### src/rtl/ccastles_pkg.sv
// ccastles_pkg: address-range constants, decode helper and OUT1 bit indices for the Crystal Castles bus decoder
package ccastles_pkg;
   typedef struct packed {
      logic [15:0] base;
      logic [15:0] mask;
   } range_t;
   localparam range_t R_ROM0   = '{16'hA000, 16'hE000};
   localparam range_t R_ROM1   = '{16'hC000, 16'hE000};
   localparam range_t R_ROM2   = '{16'hE000, 16'hE000};
   localparam range_t R_SBUS   = '{16'h8000, 16'hE000};
   localparam range_t R_SRAM   = '{16'h8000, 16'hF000};
   localparam range_t R_NVRAM  = '{16'h9000, 16'hFC00};
   localparam range_t R_IN0    = '{16'h9400, 16'hFC00};
   localparam range_t R_CIO    = '{16'h9800, 16'hFC00};
   localparam range_t R_BITMD  = '{16'h0002, 16'hFFFF};
   localparam range_t R_XCOORD = '{16'h0000, 16'hFFFF};
   localparam range_t R_YCOORD = '{16'h0001, 16'hFFFF};
   localparam range_t R_UART   = '{16'h9C00, 16'hFF80};
   localparam range_t R_HSLD   = '{16'h9C80, 16'hFF80};
   localparam range_t R_VSLD   = '{16'h9D00, 16'hFF80};
   localparam range_t R_INTACK = '{16'h9D80, 16'hFF80};
   localparam range_t R_WDOG   = '{16'h9E00, 16'hFF80};
   localparam range_t R_OUT0   = '{16'h9E80, 16'hFF80};
   localparam range_t R_OUT1   = '{16'h9F00, 16'hFF80};
   localparam range_t R_CRAM   = '{16'h9F80, 16'hFFC0};
   localparam logic [2:0] OUT1_AX        = 3'd0;
   localparam logic [2:0] OUT1_AY        = 3'd1;
   localparam logic [2:0] OUT1_XINC      = 3'd2;
   localparam logic [2:0] OUT1_YINC      = 3'd3;
   localparam logic [2:0] OUT1_PLAYER2   = 3'd4;
   localparam logic [2:0] OUT1_SIRE      = 3'd5;
   localparam logic [2:0] OUT1_STARTLED1 = 3'd6;
   localparam logic [2:0] OUT1_BUF1BUF2  = 3'd7;
   function automatic logic hit(input logic [15:0] a, input range_t r);
      return (a & r.mask) == r.base;
   endfunction
endpackage

### src/rtl/ccastles_addr_latch8.sv
// ccastles_addr_latch8: 8-bit addressable latch (74LS259-style) with synchronous clear
// Ports: clk, reset (sync, active-high, wins over wen), wen (write bit sel), sel[2:0], d, q[7:0]
module ccastles_addr_latch8 (
   input  logic       clk,
   input  logic       reset,
   input  logic       wen,
   input  logic [2:0] sel,
   input  logic       d,
   output logic [7:0] q
);
   always_ff @(posedge clk)
      if (reset) q <= '0;
      else if (wen) q[sel] <= d;
endmodule

### src/rtl/ccastles_bus_decoder.sv
// ccastles_bus_decoder: 6502 bus address decoder with level selects, registered write strobes and the OUT1 latch
// Ports: clk, reset (sync, active-high), ce2Hd (write qualifier), BA[15:0], BRWn, BD3 (OUT1 data);
//   level selects NRn/ROMxn/SBUSn/SRAMn/NVRAMn/IN0n/CIOn/BITMDn, UARTn,
//   one-clk write strobes XCOORDn..CRAMn, OUT1 latch bits AXn..BUF1BUF2n.
// Optional: define CCASTLES_UART_DECODE_EN to decode UARTn at 0x9C00-0x9C7F; otherwise UARTn is tied high.
module ccastles_bus_decoder
   import ccastles_pkg::*;
(
   input  logic        clk,
   input  logic        reset,
   input  logic        ce2Hd,
   input  logic [15:0] BA,
   input  logic        BRWn,
   input  logic        BD3,
   output logic        NRn,
   output logic        ROM0n,
   output logic        ROM1n,
   output logic        ROM2n,
   output logic        SBUSn,
   output logic        SRAMn,
   output logic        NVRAMn,
   output logic        IN0n,
   output logic        CIOn,
   output logic        BITMDn,
   output logic        XCOORDn,
   output logic        YCOORDn,
   output logic        UARTn,
   output logic        HSLDn,
   output logic        VSLDn,
   output logic        INTACKn,
   output logic        WDOGn,
   output logic        OUT0n,
   output logic        OUT1n,
   output logic        CRAMn,
   output logic        AXn,
   output logic        AYn,
   output logic        XINCn,
   output logic        YINCn,
   output logic        PLAYER2,
   output logic        SIREn,
   output logic        STARTLED1,
   output logic        BUF1BUF2n
);
   logic [8:0] hit_w;
   logic [8:0] strb_n;
   logic [7:0] q;
   assign NRn    = hit(BA, R_ROM0) | hit(BA, R_ROM1) | hit(BA, R_ROM2);
   assign ROM0n  = ~hit(BA, R_ROM0);
   assign ROM1n  = ~hit(BA, R_ROM1);
   assign ROM2n  = ~hit(BA, R_ROM2);
   assign SBUSn  = ~hit(BA, R_SBUS);
   assign SRAMn  = ~hit(BA, R_SRAM);
   assign NVRAMn = ~hit(BA, R_NVRAM);
   assign IN0n   = ~hit(BA, R_IN0);
   assign CIOn   = ~hit(BA, R_CIO);
   assign BITMDn = ~hit(BA, R_BITMD);
`ifdef CCASTLES_UART_DECODE_EN
   assign UARTn  = ~hit(BA, R_UART);
`else
   assign UARTn  = 1'b1;
`endif
   always_comb
      hit_w = {hit(BA, R_CRAM), hit(BA, R_OUT1), hit(BA, R_OUT0), hit(BA, R_WDOG), hit(BA, R_INTACK),
               hit(BA, R_VSLD), hit(BA, R_HSLD), hit(BA, R_YCOORD), hit(BA, R_XCOORD)};
   // Level-qualified, not edge-detected: every ce2Hd clock of a write produces a strobe.
   always_ff @(posedge clk)
      strb_n <= reset ? '1 : ~(hit_w & {9{ce2Hd & ~BRWn}});
   assign {CRAMn, OUT1n, OUT0n, WDOGn, INTACKn, VSLDn, HSLDn, YCOORDn, XCOORDn} = strb_n;
   // The latch writes during the strobe cycle; the bus holds BA/BD3 stable through it.
   ccastles_addr_latch8 u_out1 (
      .clk   (clk),
      .reset (reset),
      .wen   (~OUT1n),
      .sel   (BA[2:0]),
      .d     (BD3),
      .q     (q)
   );
   assign AXn       = q[OUT1_AX];
   assign AYn       = q[OUT1_AY];
   assign XINCn     = q[OUT1_XINC];
   assign YINCn     = q[OUT1_YINC];
   assign PLAYER2   = q[OUT1_PLAYER2];
   assign SIREn     = q[OUT1_SIRE];
   assign STARTLED1 = q[OUT1_STARTLED1];
   assign BUF1BUF2n = q[OUT1_BUF1BUF2];
endmodule

### config.mk
export PLATFORM = sky130hd
export DESIGN_NAME = ccastles_bus_decoder
export DESIGN_NICKNAME = d
export VERILOG_FILES = /design/src/rtl/ccastles_pkg.sv /design/src/rtl/ccastles_addr_latch8.sv /design/src/rtl/ccastles_bus_decoder.sv
export SDC_FILE = /design/constraint.sdc
export NUM_CORES = 1
export LEC_CHECK = 0
export ABC_AREA = 1
export BUFFER_PORTS_ARGS = -buffer_cell sky130_fd_sc_hd__clkbuf_2
export CAP_MARGIN = 40
export CORE_UTILIZATION = 46
export CTS_CLUSTER_SIZE = 28
export DETAILED_ROUTE_END_ITERATION = 12
export GPL_TIMING_DRIVEN = 0
export PLACE_DENSITY = 0.83
export SLEW_MARGIN = 20
export SYNTH_ARGS = -nofsm -noshare
export SYNTH_HDL_FRONTEND = slang
export SYNTH_SLANG_ARGS = --single-unit
export TNS_END_PERCENT = 100
### constraint.sdc
create_clock -name clk -period 1.8 [get_ports clk]
set_input_delay 0.09 -clock clk [delete_from_list [all_inputs] [get_ports clk]]
set_output_delay 0.09 -clock clk [all_outputs]
set_load 0.1 [all_outputs]
==> results.md, run 1 <==
## Timing
* **fmax** 758 MHz
* **setup repair after global routing missed its margin** no
* **final critical path time including I/O delays and setup** 1.32 ns
* **slew at the pin closest to its max-slew limit** 0.548 ns
* **worst-case headroom to the max-slew limit** 0.636
* **count of endpoints failing hold in the final timing report** 0
* **Post-Route Setup TNS** 0 ns
* **final max-slew violation count** 0
* **setup clock skew after layout** 0.00989 ns
* **final period utilization** 0.733
* **Final WS setup** 0.481 ns
* **endpoints failing setup** 0

## Min path
* **Hold Path Stages** 3
* **class of the most critical hold timing path** in2reg

## Route
* **Routed WL per cell** 9.63 um
* **count of unresolved DRC violations after routing** 0
* **Via-to-Cell Ratio** 4.71
* **number of nets with antenna violations after detailed routing** 0
* **number of vias after detailed routing** 942
* **number of DRC markers after the initial detailed-route iteration** 15
* **aggregate routed wire length** 1930 um
* **TritonRoute pass-1 iters** 4

## Synthesis
* **count of cell types in the netlist** 16
* **Cells after Synth** 124
* **post-synthesis instance area** 865 um^2
* **synthesized net count** 145
* **Yosys warnings** 0
* **part of the Yosys area used for sequential elements** 0.394
* **count of state elements after synthesis** 17
* **Synth Area per Inst** 6.97 um^2

## Placement
* **instance count after placement with tap cells included** 196
* **Final Wtd Congestion** 0.802
* **number of input and output port buffers inserted** 47
* **sum of net half-perimeters after detailed placement** 1580 um
* **worst setup timing slack at the placement stage** 0.619 ns

## CTS
* **total setup buffers inserted after CTS** 0
* **CTS-repair resized insts** 0
* **H-tree lvl count** 1
* **clock tree from TritonCTS** built
* **clk_lat worst skew** 0.29 ns
* **total of hold buffers inserted after clock tree synthesis** 0
* **total number of clock tree sinks** 17
* **number of buffers added by the clock tree synthesis step** 3
* **CTS clock-pin slew for the worst setup and hold paths** 0.10 ns
* **Max Buffers Root-to-Sink** 2
* **root buf cell** sky130_fd_sc_hd__clkbuf_4

## Worst setup path
* **path type of the worst setup path** reg2out
* **Levels on crit path** 1
* **peak fanout along the critical path** 3
* **Critical Path RT** 1.71 ns
* **endpoint class of the critical path** output port
* **Critical Path Source Type** register
* **highest-delay cell along the critical path** sky130_fd_sc_hd__clkbuf_2
* **data arrival time at the worst-slack endpoint** 1.23 ns
* **crit path cell chain** clkbuf_2
* **stage delay of the slowest cell on the critical path** 0.50 ns
* **Top delay family on crit path** buffers and inverters
* **cells on worst reg2reg path** 4
* **buffers plus inverters on the worst setup path** 1

## Cells and area
* **share of cells above drive strength 1** 0.383
* **area delta synth->final** 34.0%
* **sequential cell area** 340 um^2
* **Inserted Diodes** 0
* **Final nets** 197
* **total area of multi-input combinational cells** 457 um^2
* **Final Instance Count excl. Fillers** 200
* **final core utilization** 0.664
* **commonest non-fill, non-tap cell in the layout** sky130_fd_sc_hd__clkbuf_2
* **commonest cells after routing, fill and taps aside** sky130_fd_sc_hd__clkbuf_2, sky130_fd_sc_hd__nand2_1, sky130_fd_sc_hd__nor2_1, sky130_fd_sc_hd__nand3_1, sky130_fd_sc_hd__dfxtp_1
* **count of fill cells added during filler insertion** 162

## Power
* **total power divided by cell area** 632 nW/um^2
* **maximum ir drop on the vdd rail** 0.366 mV
* **Lkg Pwr** 0.575 nW
* **Tot Pwr** 733 uW

## GRT
* **vias in the first global route** 719
* **antenna violations before repair** 0
* **wire length of the first global-routing pass** 3050 um
* **total routing resource utilization after global routing** 0.210
* **maximum number of pins on one net before global-route repair** 11
* **Remaining Overflow, GRT** 0

## Status
* **run status** finished clean

## Die
* **Ports** 49
* **placeable core region** 1750 um^2
* **die outline width** 45.4 um
* **die area** 2060 um^2
* **Rows** 15
* **Chip Height** 45.4 um
* **Initial Util** 0.495

## Job
* **number of maximum-capacitance constraint violations** 0

-- final timing paths --
kind | startpoint | endpoint | slack (ns)
worst min-delay path | BA[8] | strb_n[5]$_SDFF_PP1_ | 0.08
worst max-delay path | strb_n[7]$_SDFF_PP1_ | OUT1n | 0.48
worst max register to register | strb_n[7]$_SDFF_PP1_ | u_out1.q[6]$_SDFFE_PP0P_ | 0.89
worst min register to register | u_out1.q[0]$_SDFFE_PP0P_ | u_out1.q[0]$_SDFFE_PP0P_ | 0.50
-- stage by stage --
| step | hold WS [ns] | cell area (um^2) |
|---|---|---|
| 2_1_floorplan | 0.196 | 865 |
| 3_3_place_gp | 0.357 | 1130 |
| 3_5_place_dp | 0.371 | 1130 |
| 4_1_cts | 0.0752 | 1160 |
| 5_1_grt | 0.0774 | 1160 |
| 6_report | 0.0772 | 1160 |
-- registers in the layout, indices dropped and copies added, names as in the netlist --
name / cells
u_out1.q: 8
strb_n: 9
-- synthesized netlist by cell type --
cell,number,area [um^2]
sky130_fd_sc_hd__nand2_1,23,86.3
sky130_fd_sc_hd__nand3_1,20,100
sky130_fd_sc_hd__nor2_1,20,75.1
sky130_fd_sc_hd__dfxtp_1,17,340
sky130_fd_sc_hd__inv_1,10,37.5
sky130_fd_sc_hd__a21oi_1,8,40.0
sky130_fd_sc_hd__nor3_1,6,30.0
sky130_fd_sc_hd__inv_2,5,18.8
sky130_fd_sc_hd__nor2_4,5,56.3
sky130_fd_sc_hd__nor2_2,3,18.8
sky130_fd_sc_hd__nand3b_1,2,15.0
sky130_fd_sc_hd__buf_4,1,7.51
sky130_fd_sc_hd__clkinv_1,1,3.75
sky130_fd_sc_hd__conb_1,1,3.75
sky130_fd_sc_hd__nand2_4,1,11.3
sky130_fd_sc_hd__nor2_8,1,20.0
-- power breakdown --
part / switching, mW / internal (mW) / total, mW
clock network: 0.118 / 0.0826 / 0.200
registers: 0.0000294 / 0.376 / 0.376
logic: 0.118 / 0.0385 / 0.156
total: 0.236 / 0.497 / 0.733
-- logic make-up (layout without fill, tap and decap cells) --
| logic type | after synthesis | after routing | share of synthesized area |
|---|---|---|---|
| simple gates | 81 | 81 | 0.478 |
| buf+inv | 17 | 68 | 0.0782 |
| other cells | 1 | 1 | 0.00434 |
| compound gates | 8 | 8 | 0.0463 |
| flops | 17 | 17 | 0.394 |
-- layout make-up --
class                   instances  area share
multi-input cells              90       0.394
flip-flops and latches         17       0.294
repair buffers                 47       0.203
inverters                      16      0.0518
well taps                      25      0.0270
clock buffers                   3      0.0194
plain buffers                   1     0.00648
clock inverters                 1     0.00432
-- per-layer routing --
metal	GRT usage	wire [um]	vias to the layer above
met5	0	0	-
met3	0.0600	99	4
met4	0.0909	27	0
li1	-	-	495
met1	0.272	840	414
met2	0.325	957	29
Note: power is estimated with default switching activity, not from simulation.
==> run 2, diff against run 1 <==
CORE_UTILIZATION = 42   (was 46)
PLACE_DENSITY = 0.77   (was 0.83)
clock period = 1.27 ns   (was 1.8 ns; I/O delays follow)
==> results.md, run 2 (synthesis results as in run 1) <==
## Cells and area
* **count of fill cells added during filler insertion** 207, was 162
* **area delta synth->final** 34.7%, was 34.0%
* **area of all placed cells without fillers** 1160 um^2, about the same
* **commonest non-fill, non-tap cell in the layout** sky130_fd_sc_hd__clkbuf_2, unchanged
* **Final Instance Count excl. Fillers** 202, was 200
* **Inserted Diodes** 0, unchanged
* **Final nets** 197, unchanged
* **commonest cells after routing, fill and taps aside** sky130_fd_sc_hd__clkbuf_2, sky130_fd_sc_hd__nand2_1, sky130_fd_sc_hd__nand3_1, was sky130_fd_sc_hd__clkbuf_2, sky130_fd_sc_hd__nand2_1, sky130_fd_sc_hd__nor2_1, sky130_fd_sc_hd__nand3_1, sky130_fd_sc_hd__dfxtp_1
* **Largest register FFs** 9, unchanged
* **Top reg by flops** strb_n, unchanged
* **largest registers** strb_n x9, u_out1.q x8, unchanged
* **sequential cell area** 342 um^2, was 340 um^2
* **total area of multi-input combinational cells** 459 um^2, was 457 um^2
* **share of cells above drive strength 1** 0.394, was 0.383

## Worst setup path
* **Critical Path Source Type** register, unchanged
* **Top delay family on crit path** buffers and inverters, unchanged
* **reg-to-reg slack, setup** 0.40 ns, was 0.89 ns
* **endpoint class of the critical path** output port, unchanged
* **highest-delay cell along the critical path** sky130_fd_sc_hd__clkbuf_2, unchanged
* **data arrival time at the worst-slack endpoint** 1.15 ns, was 1.23 ns
* **Reg2Reg Launch Point** strb_n[7]$_SDFF_PP1_, unchanged
* **peak fanout along the critical path** 3, unchanged
* **Critical path origin** strb_n[7]$_SDFF_PP1_, unchanged
* **crit path cell chain** clkbuf_2, unchanged
* **Critical Path RT** 1.21 ns, was 1.71 ns
* **buffers plus inverters on the worst setup path** 1, unchanged
* **path type of the worst setup path** reg2out, unchanged
* **stage delay of the slowest cell on the critical path** 0.47 ns, was 0.50 ns

## Route
* **number of nets with antenna violations after detailed routing** 0, unchanged
* **count of unresolved DRC violations after routing** 0, unchanged
* **number of vias after detailed routing** 947, was 942
* **Routed WL per cell** 9.66 um, was 9.63 um
* **Via-to-Cell Ratio** 4.69, was 4.71
* **aggregate routed wire length** 1950 um, was 1930 um
* **number of DRC markers after the initial detailed-route iteration** 24, was 15
* **TritonRoute pass-1 iters** 4, unchanged

## Timing
* **setup clock skew after layout** 0.00246 ns, was 0.00989 ns
* **setup repair after global routing missed its margin** no, unchanged
* **final critical path time including I/O delays and setup** 1.22 ns
* **worst-case headroom to the max-slew limit** 0.634, was 0.636
* **Final WS setup** 0.0539 ns, was 0.481 ns
* **endpoints failing setup** 0, unchanged
* **Final Hold Slack** 0.0490 ns, was 0.0772 ns
* **final max-slew violation count** 0, unchanged
* **final period utilization** 0.958
* **fmax** 822 MHz
* **count of endpoints failing hold in the final timing report** 0, unchanged
* **Post-Route Setup TNS** 0 ns, unchanged
* **slew at the pin closest to its max-slew limit** 0.551 ns, was 0.548 ns

## CTS
* **total of hold buffers inserted after clock tree synthesis** 0, unchanged
* **total number of clock tree sinks** 17, unchanged
* **Max Buffers Root-to-Sink** 2, unchanged
* **root buf cell** sky130_fd_sc_hd__clkbuf_4, unchanged
* **clock tree from TritonCTS** built, unchanged
* **CTS clock-pin slew for the worst setup and hold paths** 0.09 ns, was 0.10 ns
* **number of buffers added by the clock tree synthesis step** 3, unchanged
* **total setup buffers inserted after CTS** 0, unchanged
* **clk_lat worst skew** 0.29 ns, about the same
* **H-tree lvl count** 1, unchanged
* **CTS-repair resized insts** 0, unchanged

## Placement
* **instance count after placement with tap cells included** 198, was 196
* **number of input and output port buffers inserted** 47, unchanged
* **post-place instance area** 1140 um^2, was 1130 um^2
* **worst setup timing slack at the placement stage** 0.123 ns, was 0.619 ns
* **Final Wtd Congestion** 0.763, was 0.802
* **sum of net half-perimeters after detailed placement** 1610 um, was 1580 um

## GRT
* **met3 global-route usage** 0.0538, was 0.0600
* **antenna violations before repair** 0, unchanged
* **Remaining Overflow, GRT** 0, unchanged
* **wire length of the first global-routing pass** 3010 um, was 3050 um
* **global routing usage on met2** 0.345, was 0.325
* **vias in the first global route** 764, was 719
* **busiest metal layer after global routing** met2, unchanged
* **met1 Track Usage GR** 0.219, was 0.272
* **total routing resource utilization after global routing** 0.194, was 0.210
* **maximum number of pins on one net before global-route repair** 11, unchanged

## Job
* **number of maximum-capacitance constraint violations** 0, unchanged

## Power
* **total power divided by cell area** 890 nW/um^2, was 632 nW/um^2
* **Lkg Pwr** 0.575 nW, about the same
* **maximum ir drop on the vdd rail** 0.509 mV, was 0.366 mV

## Status
* **run status** finished clean, unchanged

## Die
* **die outline width** 47.4 um, was 45.4 um
* **die area** 2240 um^2, was 2060 um^2
* **Rows** 16, was 15
* **placeable core region** 1940 um^2, was 1750 um^2
* **Ports** 49, unchanged
* **Chip Height** 47.4 um, was 45.4 um
* **Initial Util** 0.445, was 0.495

## Min path
* **class of the most critical hold timing path** in2reg, unchanged
* **source of the worst hold timing path** BA[8], unchanged

[run 2: cell counts in the layout (fill, tap and decap cells not counted)]
Identical to the previous run, type by type.
[run 2: final timing paths]
kind,cells after the start,to
min reg2reg,2,u_out1.q[5]$_SDFFE_PP0P_
max,1,OUT1n
max reg2reg,4,u_out1.q[0]$_SDFFE_PP0P_
min,3,strb_n[2]$_SDFF_PP1_
[run 2: area by class of cell]
type                            instances  share of cell area
Clock inverter                          1             0.00430
Timing Repair Buffer                   47               0.202
Sequential cell                        17               0.293
Buffer                                  1             0.00644
Multi-Input combinational cell         90               0.394
Tap cell                               27              0.0290
Clock buffer                            3              0.0193
Inverter                               16              0.0516
[run 2: stage by stage]
| stage | total power [mW] | utilization |
|---|---|---|
| 2_1_floorplan | 0.699 | - |
| 3_3_place_gp | 0.764 | 0.586 |
| 3_5_place_dp | 0.768 | 0.586 |
| 4_1_cts | 1.05 | 0.600 |
| 5_1_grt | 1.09 | 0.600 |
| 6_report | 1.04 | 0.600 |
[run 2: power breakdown]
group	internal, mW	switching, mW
Clock	0.117	0.164
Sequential	0.533	0.0000390
Combinational	0.0550	0.168
Total	0.705	0.332
[run 2: metal layers]
metal	vias up	routed length (um)
li1	495	-
met2	35	992
met4	0	14
met5	-	0
met1	415	799
met3	2	144
==> run 3, diff against run 2 <==
==> constraint.sdc (replaced) <==
create_clock -name clk -period 1.27 [get_ports clk]
set_input_delay 0 -clock clk [delete_from_list [all_inputs] [get_ports clk]]
set_output_delay 0 -clock clk [all_outputs]
set_load 0.1 [all_outputs]
==> results.md, run 3 (synthesis results as in run 1) <==
## Cells and area
* **Top reg by flops** strb_n, unchanged
* **Inserted Diodes** 0, unchanged
* **largest registers** strb_n x9, u_out1.q x8, unchanged
* **commonest cells after routing, fill and taps aside** sky130_fd_sc_hd__clkbuf_2, sky130_fd_sc_hd__nand2_1, sky130_fd_sc_hd__nand3_1, unchanged
* **share of cells above drive strength 1** 0.381, was 0.394
* **Largest register FFs** 9, unchanged
* **Final nets** 203, was 197
* **commonest non-fill, non-tap cell in the layout** sky130_fd_sc_hd__clkbuf_2, unchanged
* **area delta synth->final** 41.7%, was 34.7%
* **Final Instance Count excl. Fillers** 208, was 202
* **count of fill cells added during filler insertion** 198, was 207

## Placement
* **worst setup timing slack at the placement stage** 0.250 ns, was 0.123 ns
* **number of input and output port buffers inserted** 47, unchanged
* **Final Wtd Congestion** 0.763, unchanged
* **sum of net half-perimeters after detailed placement** 1610 um, unchanged
* **instance count after placement with tap cells included** 198, unchanged

## Power
* **total power divided by cell area** 861 nW/um^2, was 890 nW/um^2
* **Lkg Pwr** 0.600 nW, was 0.575 nW
* **Tot Pwr** 1.05 mW, was 1.04 mW
* **maximum ir drop on the vdd rail** 0.518 mV, was 0.509 mV

## CTS
* **clk_lat worst skew** 0.29 ns, about the same
* **total of hold buffers inserted after clock tree synthesis** 6, was 0
* **total setup buffers inserted after CTS** 0, unchanged
* **H-tree lvl count** 1, unchanged
* **root buf cell** sky130_fd_sc_hd__clkbuf_4, unchanged
* **total number of clock tree sinks** 17, unchanged
* **Max Buffers Root-to-Sink** 2, unchanged
* **CTS clock-pin slew for the worst setup and hold paths** 0.09 ns, about the same
* **clock tree from TritonCTS** built, unchanged
* **CTS-repair resized insts** 0, unchanged
* **number of buffers added by the clock tree synthesis step** 3, unchanged

## Timing
* **endpoints failing setup** 0, unchanged
* **final period utilization** 0.908, was 0.958
* **Final WS setup** 0.117 ns, was 0.0539 ns
* **slew at the pin closest to its max-slew limit** 0.552 ns, was 0.551 ns
* **setup repair after global routing missed its margin** no, unchanged
* **final critical path time including I/O delays and setup** 1.15 ns, was 1.22 ns
* **setup clock skew after layout** 0.00210 ns, was 0.00246 ns
* **count of endpoints failing hold in the final timing report** 0, unchanged
* **fmax** 867 MHz, was 822 MHz
* **final max-slew violation count** 0, unchanged
* **Post-Route Setup TNS** 0 ns, unchanged
* **worst-case headroom to the max-slew limit** 0.634, about the same

## Worst setup path
* **path type of the worst setup path** reg2out, unchanged
* **crit path cell chain** clkbuf_2, unchanged
* **peak fanout along the critical path** 3, unchanged
* **buffers plus inverters on the worst setup path** 1, unchanged
* **Levels on crit path** 1, unchanged
* **Critical Path Source Type** register, unchanged
* **Critical Path RT** 1.27 ns, was 1.21 ns
* **endpoint class of the critical path** output port, unchanged
* **Top delay family on crit path** buffers and inverters, unchanged
* **data arrival time at the worst-slack endpoint** 1.15 ns, about the same
* **cells on worst reg2reg path** 4, unchanged
* **highest-delay cell along the critical path** sky130_fd_sc_hd__clkbuf_2, unchanged
* **stage delay of the slowest cell on the critical path** 0.47 ns, about the same

## Die
* **die outline width** 47.4 um, unchanged
* **die area** 2240 um^2, unchanged
* **Initial Util** 0.445, unchanged
* **Rows** 16, unchanged
* **placeable core region** 1940 um^2, unchanged
* **Chip Height** 47.4 um, unchanged
* **Ports** 49, unchanged

## GRT
* **total routing resource utilization after global routing** 0.208, was 0.194
* **Remaining Overflow, GRT** 0, unchanged
* **maximum number of pins on one net before global-route repair** 11, unchanged
* **antenna violations before repair** 0, unchanged
* **vias in the first global route** 798, was 764
* **wire length of the first global-routing pass** 3220 um, was 3010 um

## Route
* **Routed WL per cell** 10.1 um, was 9.66 um
* **Via-to-Cell Ratio** 4.82, was 4.69
* **number of DRC markers after the initial detailed-route iteration** 23, was 24
* **count of unresolved DRC violations after routing** 0, unchanged
* **number of vias after detailed routing** 1002, was 947
* **aggregate routed wire length** 2110 um, was 1950 um
* **TritonRoute pass-1 iters** 4, unchanged
* **number of nets with antenna violations after detailed routing** 0, unchanged

## Min path
* **class of the most critical hold timing path** in2reg, unchanged
* **Hold Path Stages** 4, was 3

## Status
* **run status** finished clean, unchanged

## Job
* **number of maximum-capacitance constraint violations** 0, unchanged

[run 3: cell type report]
class | instances | area (um^2) | area share
repair buffers | 53 | 295 | 0.241
flip-flops and latches | 17 | 342 | 0.279
multi-input cells | 90 | 459 | 0.375
plain buffers | 1 | 7.51 | 0.00613
well taps | 27 | 33.8 | 0.0276
clock buffers | 3 | 22.5 | 0.0184
inverters | 16 | 60.1 | 0.0490
clock inverters | 1 | 5.00 | 0.00409
[run 3: through the flow]
step / util / instance area, um^2 / hold WS (ns)
finish: 0.631 / 1220 / 0.0143
global route: 0.631 / 1220 / 0.0396
CTS: 0.631 / 1220 / 0.00493
detailed placement: 0.586 / 1140 / 0.287
global placement: 0.586 / 1140 / 0.274
floorplan: - / 868 / 0.106
[run 3: power breakdown]
part           switching [mW]  internal [mW]
Clock                   0.165          0.117
Sequential          0.0000391          0.533
Combinational           0.172         0.0671
Total                   0.338          0.717
[run 3: path summary, 6_finish.rpt]
kind	from	endpoint	slack, ns
setup / recovery	strb_n[7]$_SDFF_PP1_	OUT1n	0.12
hold reg to reg	u_out1.q[5]$_SDFFE_PP0P_	u_out1.q[5]$_SDFFE_PP0P_	0.49
hold / removal	BA[11]	strb_n[8]$_SDFF_PP1_	0.01
setup reg to reg	strb_n[7]$_SDFF_PP1_	u_out1.q[0]$_SDFFE_PP0P_	0.40
[run 3: layer usage]
layer	GRT usage	up-vias	routed length (um)	part of all wire
met5	0	-	0	0
met2	0.373	42	1110	0.53
li1	-	505	-	-
met1	0.237	453	829	0.39
met4	0.0686	0	14	0.0066
met3	0.0538	2	154	0.073
